==> config.mk <==
export PLATFORM = sky130hd
export DESIGN_NAME = instruction_fetch_unit
export DESIGN_NICKNAME = d
export VERILOG_FILES = /design/src/rtl/fetch_pkg.sv /design/src/rtl/fetch_timeout_counter.sv /design/src/rtl/instruction_fetch_unit.sv
export SDC_FILE = /design/constraint.sdc
export NUM_CORES = 1
export LEC_CHECK = 0
export BUFFER_PORTS_ARGS = -buffer_cell sky130_fd_sc_hd__buf_2
export CAP_MARGIN = 15
export CORE_MARGIN = 2
export CORE_UTILIZATION = 45
export DETAILED_ROUTE_END_ITERATION = 10
export PLACE_DENSITY = 0.81
export SYNTH_ARGS = -nofsm -noshare
export SYNTH_HDL_FRONTEND = slang
export SYNTH_SLANG_ARGS = --single-unit
==> constraint.sdc <==
create_clock -name clock -period 3.5 [get_ports clock]
set_input_delay 0.175 -clock clock [delete_from_list [all_inputs] [get_ports clock]]
set_output_delay 0.175 -clock clock [all_outputs]
set_load 0.1 [all_outputs]
==> src/rtl/fetch_pkg.sv <==
// Shared types and constants for the instruction fetch unit.
package fetch_pkg;

  typedef enum logic [2:0] {
    S_IDLE,
    S_REQUEST,
    S_WAIT_DATA,
    S_HOLD,
    S_DRAIN,
    S_FAULT
  } fetch_state_t;

  localparam int          INSTRUCTION_BYTES = 4;
  localparam logic [31:0] RESET_INSTRUCTION = 32'h00000013;

endpackage

==> src/rtl/fetch_timeout_counter.sv <==
// Counts cycles spent waiting for a memory response; expired_o flags the cycle
// on which the count reaches TIMEOUT_CYCLES.
module fetch_timeout_counter #(
  parameter int TIMEOUT_CYCLES = 16
) (
  input  logic clock,
  input  logic reset,
  input  logic clear_i,
  input  logic enable_i,
  output logic expired_o
);

  localparam int CW = $clog2(TIMEOUT_CYCLES + 1);

  logic [CW-1:0] cnt_q, cnt_d;

  always_comb begin
    cnt_d = cnt_q;
    if (clear_i)       cnt_d = '0;
    else if (enable_i) cnt_d = cnt_q + 1'b1;
  end

  assign expired_o = enable_i && !clear_i && (cnt_q == CW'(TIMEOUT_CYCLES - 1));

  always_ff @(posedge clock or negedge reset) begin
    if (!reset) cnt_q <= '0;
    else        cnt_q <= cnt_d;
  end

endmodule

==> src/rtl/instruction_fetch_unit.sv <==
// Fetch controller: requests the word at the current PC, buffers it for the
// decoder and steers the PC write port (PC+4 or branch redirect).
module instruction_fetch_unit
  import fetch_pkg::*;
#(
  parameter int TIMEOUT_CYCLES = 16
) (
  input  logic        clock,
  input  logic        reset,
  input  logic [31:0] pcOfInstruction,
  input  logic        programCounterMisaligned,
  output logic [31:0] programCounterInput,
  output logic        programCounterWriteEnable,
  output logic [31:0] memAddress,
  output logic        memReadRequest,
  input  logic        memReadReady,
  input  logic        memReadDataValid,
  input  logic [31:0] memReadData,
  input  logic        redirectValid,
  input  logic [31:0] redirectTarget,
  output logic [31:0] instructionOut,
  output logic [31:0] instructionPc,
  output logic        instructionValid,
  input  logic        instructionReady,
  output logic        fetchFault
);

  fetch_state_t state_q, state_d;
  logic [31:0]  instr_q, instr_d;
  logic [31:0]  ipc_q, ipc_d;
  logic         valid_q, valid_d;
  logic         fault_q, fault_d;
  logic         cnt_clr, cnt_en, cnt_expired;

  fetch_timeout_counter #(.TIMEOUT_CYCLES(TIMEOUT_CYCLES)) u_timeout (
    .clock     (clock),
    .reset     (reset),
    .clear_i   (cnt_clr),
    .enable_i  (cnt_en),
    .expired_o (cnt_expired)
  );

  always_comb begin
    state_d                   = state_q;
    instr_d                   = instr_q;
    ipc_d                     = ipc_q;
    valid_d                   = valid_q;
    fault_d                   = fault_q;
    memReadRequest            = 1'b0;
    memAddress                = '0;
    programCounterWriteEnable = 1'b0;
    programCounterInput       = '0;
    cnt_clr                   = 1'b1;
    cnt_en                    = 1'b0;
    case (state_q)
      S_IDLE: state_d = S_REQUEST;
      S_REQUEST: begin
        memAddress = pcOfInstruction;
        if (redirectValid) begin
          programCounterWriteEnable = 1'b1;
          programCounterInput       = redirectTarget;
        end else if (programCounterMisaligned) begin
          state_d = S_FAULT;
          fault_d = 1'b1;
        end else begin
          memReadRequest = 1'b1;
          if (memReadReady) begin
            ipc_d   = pcOfInstruction;
            state_d = S_WAIT_DATA;
          end
        end
      end
      S_WAIT_DATA: begin
        cnt_clr = 1'b0;
        if (memReadDataValid) begin
          // A redirect in the same cycle as the data makes the word stale.
          if (redirectValid) begin
            programCounterWriteEnable = 1'b1;
            programCounterInput       = redirectTarget;
            state_d                   = S_REQUEST;
          end else begin
            instr_d = memReadData;
            valid_d = 1'b1;
            state_d = S_HOLD;
          end
        end else if (redirectValid) begin
          programCounterWriteEnable = 1'b1;
          programCounterInput       = redirectTarget;
          cnt_clr                   = 1'b1;
          state_d                   = S_DRAIN;
        end else begin
          cnt_en = 1'b1;
          if (cnt_expired) begin
            state_d = S_FAULT;
            fault_d = 1'b1;
          end
        end
      end
      S_HOLD: begin
        if (redirectValid) begin
          programCounterWriteEnable = 1'b1;
          programCounterInput       = redirectTarget;
          valid_d                   = 1'b0;
          state_d                   = S_REQUEST;
        end else if (instructionReady) begin
          programCounterWriteEnable = 1'b1;
          programCounterInput       = ipc_q + 32'(INSTRUCTION_BYTES);
          valid_d                   = 1'b0;
          state_d                   = S_REQUEST;
        end
      end
      S_DRAIN: begin
        cnt_clr = 1'b0;
        if (redirectValid) begin
          programCounterWriteEnable = 1'b1;
          programCounterInput       = redirectTarget;
        end
        if (memReadDataValid) begin
          state_d = S_REQUEST;
        end else begin
          cnt_en = 1'b1;
          if (cnt_expired) begin
            state_d = S_FAULT;
            fault_d = 1'b1;
          end
        end
      end
      S_FAULT: ;
      default: state_d = S_IDLE;
    endcase
  end

  always_ff @(posedge clock or negedge reset) begin
    if (!reset) begin
      state_q <= S_IDLE;
      instr_q <= '0;
      ipc_q   <= '0;
      valid_q <= 1'b0;
      fault_q <= 1'b0;
    end else begin
      state_q <= state_d;
      instr_q <= instr_d;
      ipc_q   <= ipc_d;
      valid_q <= valid_d;
      fault_q <= fault_d;
    end
  end

  assign instructionOut   = instr_q;
  assign instructionPc    = ipc_q;
  assign instructionValid = valid_q;
  assign fetchFault       = fault_q;

endmodule

* Word-level counts from Yosys, hierarchy flattened *
Cells that the tools add are included.

storage, ports and cells
  logic and storage cells = 81
  output and inout port bits = 132
  register bits = 74
  input bits = 103

operators by class
  $add $sub $neg = 2
  bitwise operators = 3
  muxes and demuxes = 43
  reductions and logical operators = 13
  equal/unequal tests = 14

operators with widths
  cell                                                  count
  2-to-1 mux 32 bit                                     4
  one-hot mux 32 bit (2 select lines)                   1
  adder 32 x 3 -> 32 bit (second input constant)        1
  2-to-1 mux 3 bit                                      9
  2-to-1 mux 1 bit                                      20
  one-hot mux 3 bit (6 select lines)                    1
  != test 2 bit (second input constant)                 6
  AND reduction 4 bit                                   3
  2-to-1 mux 5 bit                                      2
  one-hot mux 1 bit (2 select lines)                    4
  equality test 3 x 2 -> 1 bit (second input constant)  2
  equality test 3 bit (second input constant)           2
  != test 3 bit (second input constant)                 2
  AND reduction 6 bit                                   1
  adder 5 x 1 -> 5 bit (second input constant)          1
  equality test 5 x 4 -> 1 bit (second input constant)  1
  nonzero test 2 bit                                    2
  equality test 3 x 1 -> 1 bit (second input constant)  1
  zero test 3 bit                                       1
  inverter 1 bit                                        3
  one-hot mux 1 bit (3 select lines)                    1
  AND reduction 3 bit                                   1
  nonzero test 3 bit                                    1
  OR reduction 3 bit                                    1
  3 further kinds                                       4

* Logic depth before layout (Yosys ltp) *
  depth in word-level cells = 10
  mapped depth = 8
  gate-level depth less buffers = 8

* By module *
A second synthesis with hierarchy kept.

unflattened totals
  cell total of the unflattened synthesis = 423
  area total of the unflattened synthesis = 4296.6 sq um

by module, submodules not included
  module                  area each (sq um)  cells each  sequential area each (sq um)  instances
  instruction_fetch_unit  4011.3             398         1726.7                        1
  fetch_timeout_counter   285.3              25          125.1                         1

* Worst setup path before layout *
OpenSTA, ideal clock, no wires.

  path type = reg-to-output
  start point = register ipc_q[2] (netlist: instructionPc[2])
  end point = output programCounterInput[18]
  cell stages (with the launch flop) = 8
  arrival time = 4.374 ns
  required time = 3.325 ns
  setup slack = -1.049 ns
  buffers on the path = 1
  cell sequence = dfrtp_1 ha_1 and4_1 clkbuf_1 and3_2 nand4_1 xor2_1 o21ai_0

on the way
  word-level cells in the longest chain between the ends = 4

ends and longest elaborated chain
  item                                 line                           RTL
  start, declared                      instruction_fetch_unit.sv:30   logic [31:0] ipc_q, ipc_d;
  start signal, assigned               instruction_fetch_unit.sv:143  ipc_q <= ipc_d;
  adder 32 x 3 -> 32 bit               instruction_fetch_unit.sv:107  programCounterInput = ipc_q + 32'(INSTRUCTION_BYTES);
  2-to-1 mux 32 bit                    instruction_fetch_unit.sv:105  end else if (instructionReady) begin
  2-to-1 mux 32 bit                    instruction_fetch_unit.sv:100  if (redirectValid) begin
  one-hot mux 32 bit (2 select lines)  instruction_fetch_unit.sv:55   case (state_q)
  end, declared                        instruction_fetch_unit.sv:12   output logic [31:0] programCounterInput,

No other way between the ends.

* Final worst setup path *
  start point = register state_q[0]
  end point = output programCounterInput[17]

on the way
  word-level cells in the longest chain between the ends = 3
  elaborated cells between the ends (all ways) = 6
  classes of those cells = 4 x eq/ne; 1 x mux; 1 x reduce/logical

ends and longest elaborated chain
  item                                         line                           RTL
  start, declared                              instruction_fetch_unit.sv:28   fetch_state_t state_q, state_d;
  start signal, assigned                       instruction_fetch_unit.sv:141  state_q <= state_d;
  equality test 3 bit (tied with other cells)  instruction_fetch_unit.sv:55
  OR reduction 3 bit (no line)                 --
  one-hot mux 32 bit (2 select lines) *        instruction_fetch_unit.sv:55

Every way passes the cells marked *; elsewhere a longest branch is shown, timed or not.

==> run summary <==
status - completed
largest net degree at the start of global routing - 75
WP data required - 3.32 ns
die height - 101 µm
Cell variety after synth - 45
routability cong. - 0.925
path type of the worst min-delay path - input port to flip-flop
row count - 35
Detailed Route WL - 12,600 µm
post-route minimum period - 2.93 ns
register bit count reported by yosys - 74
Critical Path AT - 2.76 ns
HPWL Detailed - 9640 µm
post-CTS sizing - 0
Synth warnings - 0
Synth area leaders - dfrtp_1 (44%), mux2_2 (17%), and2_1 (5.2%)
initial core utilization - 0.460
most frequent cell after synthesis - dfrtp_1
Seq/Total Area, Yosys - 0.440
first-pass GRT wire length - 19,200 µm
Max Clock Skew - 0.0110 ns
Primary FF master, synth - dfrtp_1
fin cells - 751
Post-synth EDFFs - 0
Final Hold Fails - 0
top cells by count, synth - dfrtp_1 (74), mux2_2 (63), nand2_1 (42)
multiplexer share of the synthesized area - 0.171
Placed Cells - 734
antenna violations before repair - 0
RSZ-0062 raised after global routing - false
Post-Synth Simple-Gate Area - 0.195
Initial DRT Pass Iterations - 4
die area - 10,100 µm²
post-synth top area cell - dfrtp_1
Final Slew Violations - 0
Util after Layout - 0.627
critical path, cell by cell - inv_1, nand3_1, and3_1, buf_4, nand2_1, o21ai_2, buf_2
kind of critical path - flip-flop to primary output
proportion of netlist area held by the largest area contributor - 0.440
Post-Syn Instances - 409
Syn Nets - 515
Layout area overhead - 36.4%
Total Routing Usage GR - 0.244
H-tree lvl count - 3
CP bufs+invs - 3
CORE AREA - 9150 µm²
delay-heaviest family, CP - buffers and inverters
Final #Nets - 741
Mean Syn Cell Area - 10.3 µm²
Antenna Nets Post-Route - 0
Max Fclk - 0.341 GHz
Tcrit/Tclk final - 0.838
Clock Tree Buf Depth - 2
Worst-Skew Late Latency - 0.35 ns
share of cells above drive strength 1 - 0.548
Setup Viol. Count Final - 0
Largest stage delay, worst path - 0.76 ns
IO Count - 235
DIE WIDTH - 101 µm
Adder-Cell Fraction of Synth Area - 0.00892
Synth async-reset ratio - 1.00
drt initial violations - 110
clock slew at reported path FFs - 0.09 ns
ANT cells - 0
post-synthesis xor/xnor area fraction - 0.0603
vias post-DR - 3,977
TritonCTS clock tree - done
DR vias/cell - 5.30
Setup crit start kind - flip-flop
Max Cap Viol - 0
number of fillers in the final layout - 766
vias in the first global route - 3,957
drt drc - 0
Worst-Margin Slew - 0.940 ns
drt wl/cell - 16.8 µm
port buffer count - 234
main combinational cell family by area after synthesis - simple AND/OR/NAND/NOR gates
CP max FO - 23
Slowest-stage cell, CP - dfrtp_1
Slew HR - 0.374
CTS Buf Count - 9
root buf cell - clkbuf_8
Mapped Area - 4210 µm²
post-synthesis compound-gate area fraction - 0.0919
CP Capture Type - primary output
total grt overflow - 0
Clock Sinks - 74
==> registers in the layout (all words and copies together) (netlist names) <==
name,count
fetchFault,1
instructionPc,32
u_timeout.cnt_q,5
instructionValid,1
instructionOut,32
state_q,3
==> kinds of logic (layout without fill, tap and decap cells) <==
| logic type | after synthesis | count (layout) |
|---|---|---|
| AOI/OAI and AO/OA | 62 | 62 |
| xor gates and xnor gates | 29 | 29 |
| adders and majority gates | 3 | 3 |
| buffers and inverters | 32 | 263 |
| DFF | 74 | 74 |
| muxes | 64 | 64 |
| and+or+nand+nor | 145 | 145 |
==> path summary, 6_finish.rpt <==
| kind | startpoint | end | slack, ns | cells past startpoint |
|---|---|---|---|---|
| worst min register to register | fetchFault$_DFFE_PN0P_ | fetchFault$_DFFE_PN0P_ | 0.46 | 1 |
| worst max register to register | state_q[0]$_DFFE_PN0P_ | instructionPc[18]$_DFFE_PN0P_ | 0.87 | 5 |
| worst min-delay path | memReadData[0] | instructionOut[0]$_DFFE_PN0P_ | 0.05 | 2 |
| worst max-delay path | state_q[0]$_DFFE_PN0P_ | programCounterInput[17] | 0.57 | 7 |
| max in group asynchronous | reset | instructionPc[11]$_DFFE_PN0P_ | 2.37 | 2 |
| min in group asynchronous | reset | instructionOut[1]$_DFFE_PN0P_ | 0.48 | 2 |
==> cells in the final DEF, fill, tap and decap left out, types with 3 or more instances in the layout <==
cell type and count:
buf_2 233, dfrtp_1 74, mux2_2 63, nand2_1 42
and2_1 35, o21ai_2 21, xor2_1 16, xnor2_1 13
nand4_1 12, o21ai_0 12, nor2_1 11, nand3_1 11
clkbuf_8 10, and3_1 8, inv_1 7, a22o_1 6
buf_4 6, nor3_1 5, o21ai_1 5, and4_1 4
a21oi_1 4, ha_1 3
==> layer usage <==
layer | vias up | routed length (µm) | GRT usage
li1 | 1899 | - | -
met1 | 1888 | 4850 | 0.279
met2 | 177 | 6620 | 0.448
met3 | 13 | 986 | 0.0645
met4 | 0 | 139 | 0.0664
met5 | - | 0 | 0
==> metrics by stage <==
stage	setup slack [ns]	hold WS [ns]	area (µm²)	setup TNS, ns
floorplan	-0.295	-0.121	4280	-0.553
global placement	1.00	0.361	5520	0
detailed placement	0.914	0.371	5520	0
CTS	0.552	0.0361	5740	0
global route	0.320	0.0454	5740	0
finish	0.568	0.0502	5740	0
==> area by class of cell <==
class	instances	area, µm²	area share
multi-input combinational	303	2290	0.399
sequential	74	1850	0.323
timing repair buffer	240	1220	0.213
tap	111	139	0.0242
clock buffer	10	138	0.0240
clock inverter	6	72.6	0.0126
inverter	7	26.3	0.00458
==> what timing repair did <==
action / in CTS / in global routing
buffers inserted: 0 / 0
hold buffers: 1 / 0
hold endpoints to repair: 38 / 0
Power is not shown: default switching activity piles up to over one toggle a cycle in this logic, so the estimate is an artifact.
